<file path="config.mk">
export PLATFORM = sky130hd
export DESIGN_NAME = cordic_pipe_arbiter
export DESIGN_NICKNAME = d
export VERILOG_FILES = /design/src/rtl/cordic_pipe_arbiter.sv
export SDC_FILE = /design/constraint.sdc
export NUM_CORES = 1
export LEC_CHECK = 0
export BUFFER_PORTS_ARGS = -buffer_cell sky130_fd_sc_hd__buf_4
export CORE_AREA = 2 2 172 174
export DETAILED_ROUTE_END_ITERATION = 16
export DIE_AREA = 0 0 174 176
export SLEW_MARGIN = 5
export SYNTH_ARGS = -nofsm -noshare
export SYNTH_HDL_FRONTEND = slang
export SYNTH_SLANG_ARGS = --single-unit
</file>
<file path="constraint.sdc">
create_clock -name clk -period 1.6 [get_ports clk]
set_input_delay 0.32 -clock clk [delete_from_list [all_inputs] [get_ports clk]]
set_output_delay 0.32 -clock clk [all_outputs]
set_load 0.05 [all_outputs]
</file>
<file path="src/rtl/cordic_pipe_arbiter.sv">
// Round-robin issue arbiter for a shared, globally stalled CORDIC rotation pipeline.
// A valid/tag shadow register tracks each operand so its result returns to the requester that issued it.
module cordic_pipe_arbiter #(
  parameter int NUM_WIDTH = 24,
  parameter int STAGES    = 16
) (
  input  logic                          clk,
  input  logic                          rst,
  input  logic                          req0_valid,
  output logic                          req0_ready,
  input  logic [3*NUM_WIDTH-1:0]        req0_data,
  input  logic                          req1_valid,
  output logic                          req1_ready,
  input  logic [3*NUM_WIDTH-1:0]        req1_data,
  output logic                          pipe_en,
  output logic signed [NUM_WIDTH-1:0]   pipe_x,
  output logic signed [NUM_WIDTH-1:0]   pipe_y,
  output logic signed [NUM_WIDTH-1:0]   pipe_z,
  input  logic signed [NUM_WIDTH-1:0]   pipe_ox,
  input  logic signed [NUM_WIDTH-1:0]   pipe_oy,
  input  logic signed [NUM_WIDTH-1:0]   pipe_oz,
  output logic                          resp0_valid,
  input  logic                          resp0_ready,
  output logic [3*NUM_WIDTH-1:0]        resp0_data,
  output logic                          resp1_valid,
  input  logic                          resp1_ready,
  output logic [3*NUM_WIDTH-1:0]        resp1_data,
  output logic                          busy
);

  logic [STAGES-1:0] vld;
  logic [STAGES-1:0] tag;
  logic              last;

  logic tail_vld;
  logic tail_tag;
  logic tail_ready;
  logic win0;
  logic win1;
  logic grant0;
  logic grant1;
  logic any_grant;
  logic grant_id;

  assign tail_vld   = vld[STAGES-1];
  assign tail_tag   = tag[STAGES-1];
  // Only the owner's ready can retire the tail; a bubble at the tail never stalls.
  assign tail_ready = tail_tag ? resp1_ready : resp0_ready;
  assign pipe_en    = ~tail_vld | tail_ready;

  always_comb begin
    win0 = 1'b0;
    win1 = 1'b0;
    if (req0_valid && req1_valid) begin
      win0 = last;
      win1 = ~last;
    end else begin
      win0 = req0_valid;
      win1 = req1_valid;
    end
  end

  assign grant0     = win0 & pipe_en;
  assign grant1     = win1 & pipe_en;
  assign any_grant  = grant0 | grant1;
  assign grant_id   = grant1;
  assign req0_ready = grant0;
  assign req1_ready = grant1;

  always_comb begin
    pipe_x = '0;
    pipe_y = '0;
    pipe_z = '0;
    if (grant0) begin
      {pipe_x, pipe_y, pipe_z} = req0_data;
    end else if (grant1) begin
      {pipe_x, pipe_y, pipe_z} = req1_data;
    end
  end

  // Shadow of the rotation stages: entry i holds the owner of stage i's register.
  always_ff @(posedge clk or posedge rst) begin
    if (rst) begin
      vld  <= '0;
      tag  <= '0;
      last <= 1'b1;
    end else if (pipe_en) begin
      vld[0] <= any_grant;
      tag[0] <= grant_id;
      for (int i = 1; i < STAGES; i++) begin
        vld[i] <= vld[i-1];
        tag[i] <= tag[i-1];
      end
      if (any_grant) begin
        last <= grant_id;
      end
    end
  end

  assign resp0_valid = tail_vld & ~tail_tag;
  assign resp1_valid = tail_vld & tail_tag;
  assign resp0_data  = {pipe_ox, pipe_oy, pipe_oz};
  assign resp1_data  = {pipe_ox, pipe_oy, pipe_oz};
  assign busy        = |vld;

endmodule

</file>
==> flow_summary.json <==
{
  "fin_crit_sh_pct": 128,
  "synth_cell_types": 29,
  "p_leak_nw": 2.94,
  "finalNonFillerCells": 1016,
  "tightest_slew_ps": 467,
  "slowest_delay_ps": 540,
  "synth-edff-count": 0,
  "path_cells": "nand2b_4 -> buf_12 -> clkbuf_16 -> nand3_2 -> a21oi_4 -> buf_6",
  "wl_um": 19500,
  "dr_total_vias": 4264,
  "area_growth_pct": 87.3,
  "finalSetupTns_ps": -33530,
  "drv_slew": 0,
  "final_area_um2": 7430,
  "synth.largest_area_cell": "buf_4",
  "rows": 62,
  "wl_per_cell_um": 19.2,
  "arrival_ps": 1730,
  "clock-sinks": 33,
  "power_density_nw_per_um2": 1520,
  "hp-class": "in2async",
  "synth-main-ff-cell": "dfrtp_1",
  "numCtsBuffers": 5,
  "die_x_um": 174,
  "dieArea_um2": 30600,
  "skew_ps": 3.04,
  "endpoint_kind": "output port",
  "cp_slowest_cell": "dfstp_2",
  "yosysWarningCount": 0,
  "slew_headroom_pct": 68.7,
  "fp.coreArea_um2": 28500,
  "grt_max_degree": 38,
  "gr-total-overflow": 0,
  "grt_setup_unrepaired": "true",
  "die_y_um": 176,
  "initial_core_util_pct": 13.9,
  "post-place-cells": 987,
  "portBuffers": 227,
  "clk_pin_slew_ps": 50,
  "viasPerCell": 4.20,
  "layout_setup_ws_ps": -447,
  "place.gp.congestion": 0.766,
  "ant_nets": 0,
  "drc": 0,
  "yosysSeqAreaShare_pct": 20.8,
  "htreeDepth": 2,
  "p_total_mw": 11.3,
  "synth_cells": 500,
  "final_util_pct": 26.0,
  "fin_crit_ps": 2050,
  "ioPinCount": 444,
  "grt_pass1_wl_um": 27800,
  "insertedDiodeCount": 0,
  "whs_ps": 138,
  "antenna_found_initial": 0,
  "syn_area_um2": 3970,
  "yosys.area.top_type_share_pct": 27.4,
  "path_class": "reg2out",
  "hold_viol": 0,
  "firstDrtPassIters": 4,
  "max_freq_mhz": 488,
  "dr.first_iter.drc_count": 104,
  "pre_cts_slack_ps": -198,
  "cp.required_ps": 1280,
  "synthTopCellsByArea": "buf_4, dfrtp_1, o211ai_1, a21oi_1, nand3_1",
  "nNetsFinal": 853,
  "clkLatencyLatePin_ps": 270,
  "path_max_fanout": 11,
  "final_layout_size_suffix_gt1_share_pct": 73.1,
  "startpoint_type": "flip-flop",
  "avgSynthCellArea_um2": 7.94,
  "clockBufferDepth": 2,
  "synth_nets": 722,
  "place_hpwl_um": 15100,
  "violations": "negative setup slack",
  "cap_violations": 0,
  "finalSetupViolCount": 101,
  "clock-root-buffer": "clkbuf_16",
  "outcome": "finished with violations",
  "cts_tree": "yes",
  "peakVddDrop_v": 0.000849,
  "placed_cell_area_um2": 6410,
  "ys_ff_latch": 33,
  "async_flop_share_pct": 100,
  "grt_pass1_vias": 4434,
  "grt_usage_pct": 11.7
}
-- final timing paths --
check                               startpoint                  end  slack, ps  depth (start not counted)
max                           last$_DFFE_PP1P_            pipe_x[7]       -450                          6
min reg2reg                 tag[4]$_DFFE_PP0N_   tag[5]$_DFFE_PP0N_        500                          1
max in group asynchronous                  rst     last$_DFFE_PP1P_       1130                          3
max reg2reg                tag[15]$_DFFE_PP0N_   vld[7]$_DFFE_PP0N_       -200                          7
min                                        rst   vld[5]$_DFFE_PP0N_        140                          3
min in group clk                   resp1_ready  tag[15]$_DFFE_PP0N_        370                          4
-- area by class of cell --
class	instances	area, um2
Sequential cell	33	827
Tap cell	384	480
Clock buffer	7	143
Clock inverter	1	30.0
Fill cell	3016	21100
Timing Repair Buffer	317	3110
Inverter	5	26.3
Multi-Input combinational cell	269	2820
-- synthesized netlist by cell type (3+ instances only) --
cell and n:
nor4_1 4, buf_6 8, mux2_4 9, clkbuf_1 36
nand2b_1 3, nand3_1 73, mux2_2 19, nor2_1 3
buf_4 145, a21oi_1 75, o211ai_1 72, dfrtp_1 32
-- critical path, delay by kind of cell, from the launching register on --
family                 cells  cell delay, ps
buffers and inverters      3             460
and+or+nand+nor            2             290
AOI/OAI and AO/OA          1             170
DFF                        1             540
-- report_power, final --
group          switching (mW)  total (mW)  internal, mW
logic                    4.61        8.61          3.99
clock network           0.320        1.10         0.776
registers               0.328        1.57          1.24
-- state kept, by name, indices dropped and copies added (netlist names) --
name / flops
last: 1
vld: 16
tag: 16
-- cells in the final DEF (no fill, tap or decap), types with 3 or more instances in the layout --
| cell type | count |
|---|---|
| a21oi_1 | 3 |
| a21oi_4 | 70 |
| buf_12 | 26 |
| buf_4 | 207 |
| buf_6 | 71 |
| buf_8 | 9 |
| clkbuf_16 | 8 |
| dfrtp_1 | 32 |
| mux2_2 | 7 |
| mux2_4 | 21 |
| nand3_1 | 47 |
| nand3_2 | 23 |
| nand3_4 | 3 |
| o211ai_1 | 72 |
-- logic make-up (layout without fill, tap and decap cells) --
logic type	after synthesis	count (layout)	share of synthesized area (%)
buffers and inverters	198	330	34.8
multiplexers	29	29	9.05
AND/OR/NAND/NOR	89	89	11.6
AO/OA/AOI/OAI	151	151	23.8
flip-flops	33	33	20.8
-- repair_timing --
item | 4_1_cts | 5_1_grt
gates cloned | 2 | 3
endpoints found under the setup margin | 99 | 106
buffers inserted | 11 | 9
pin swaps | 26 | 17
hold buffers | 0 | 0
resized for setup | 114 | 33
-- metal layers --
metal	up-vias	global-route usage (%)	wire length, um
li1	1920	-	-
met1	2043	11.0	6270
met2	285	23.4	10800
met3	16	5.00	2120
met4	0	2.28	296
met5	-	0	0
Note: power is estimated with default switching activity, not from simulation.
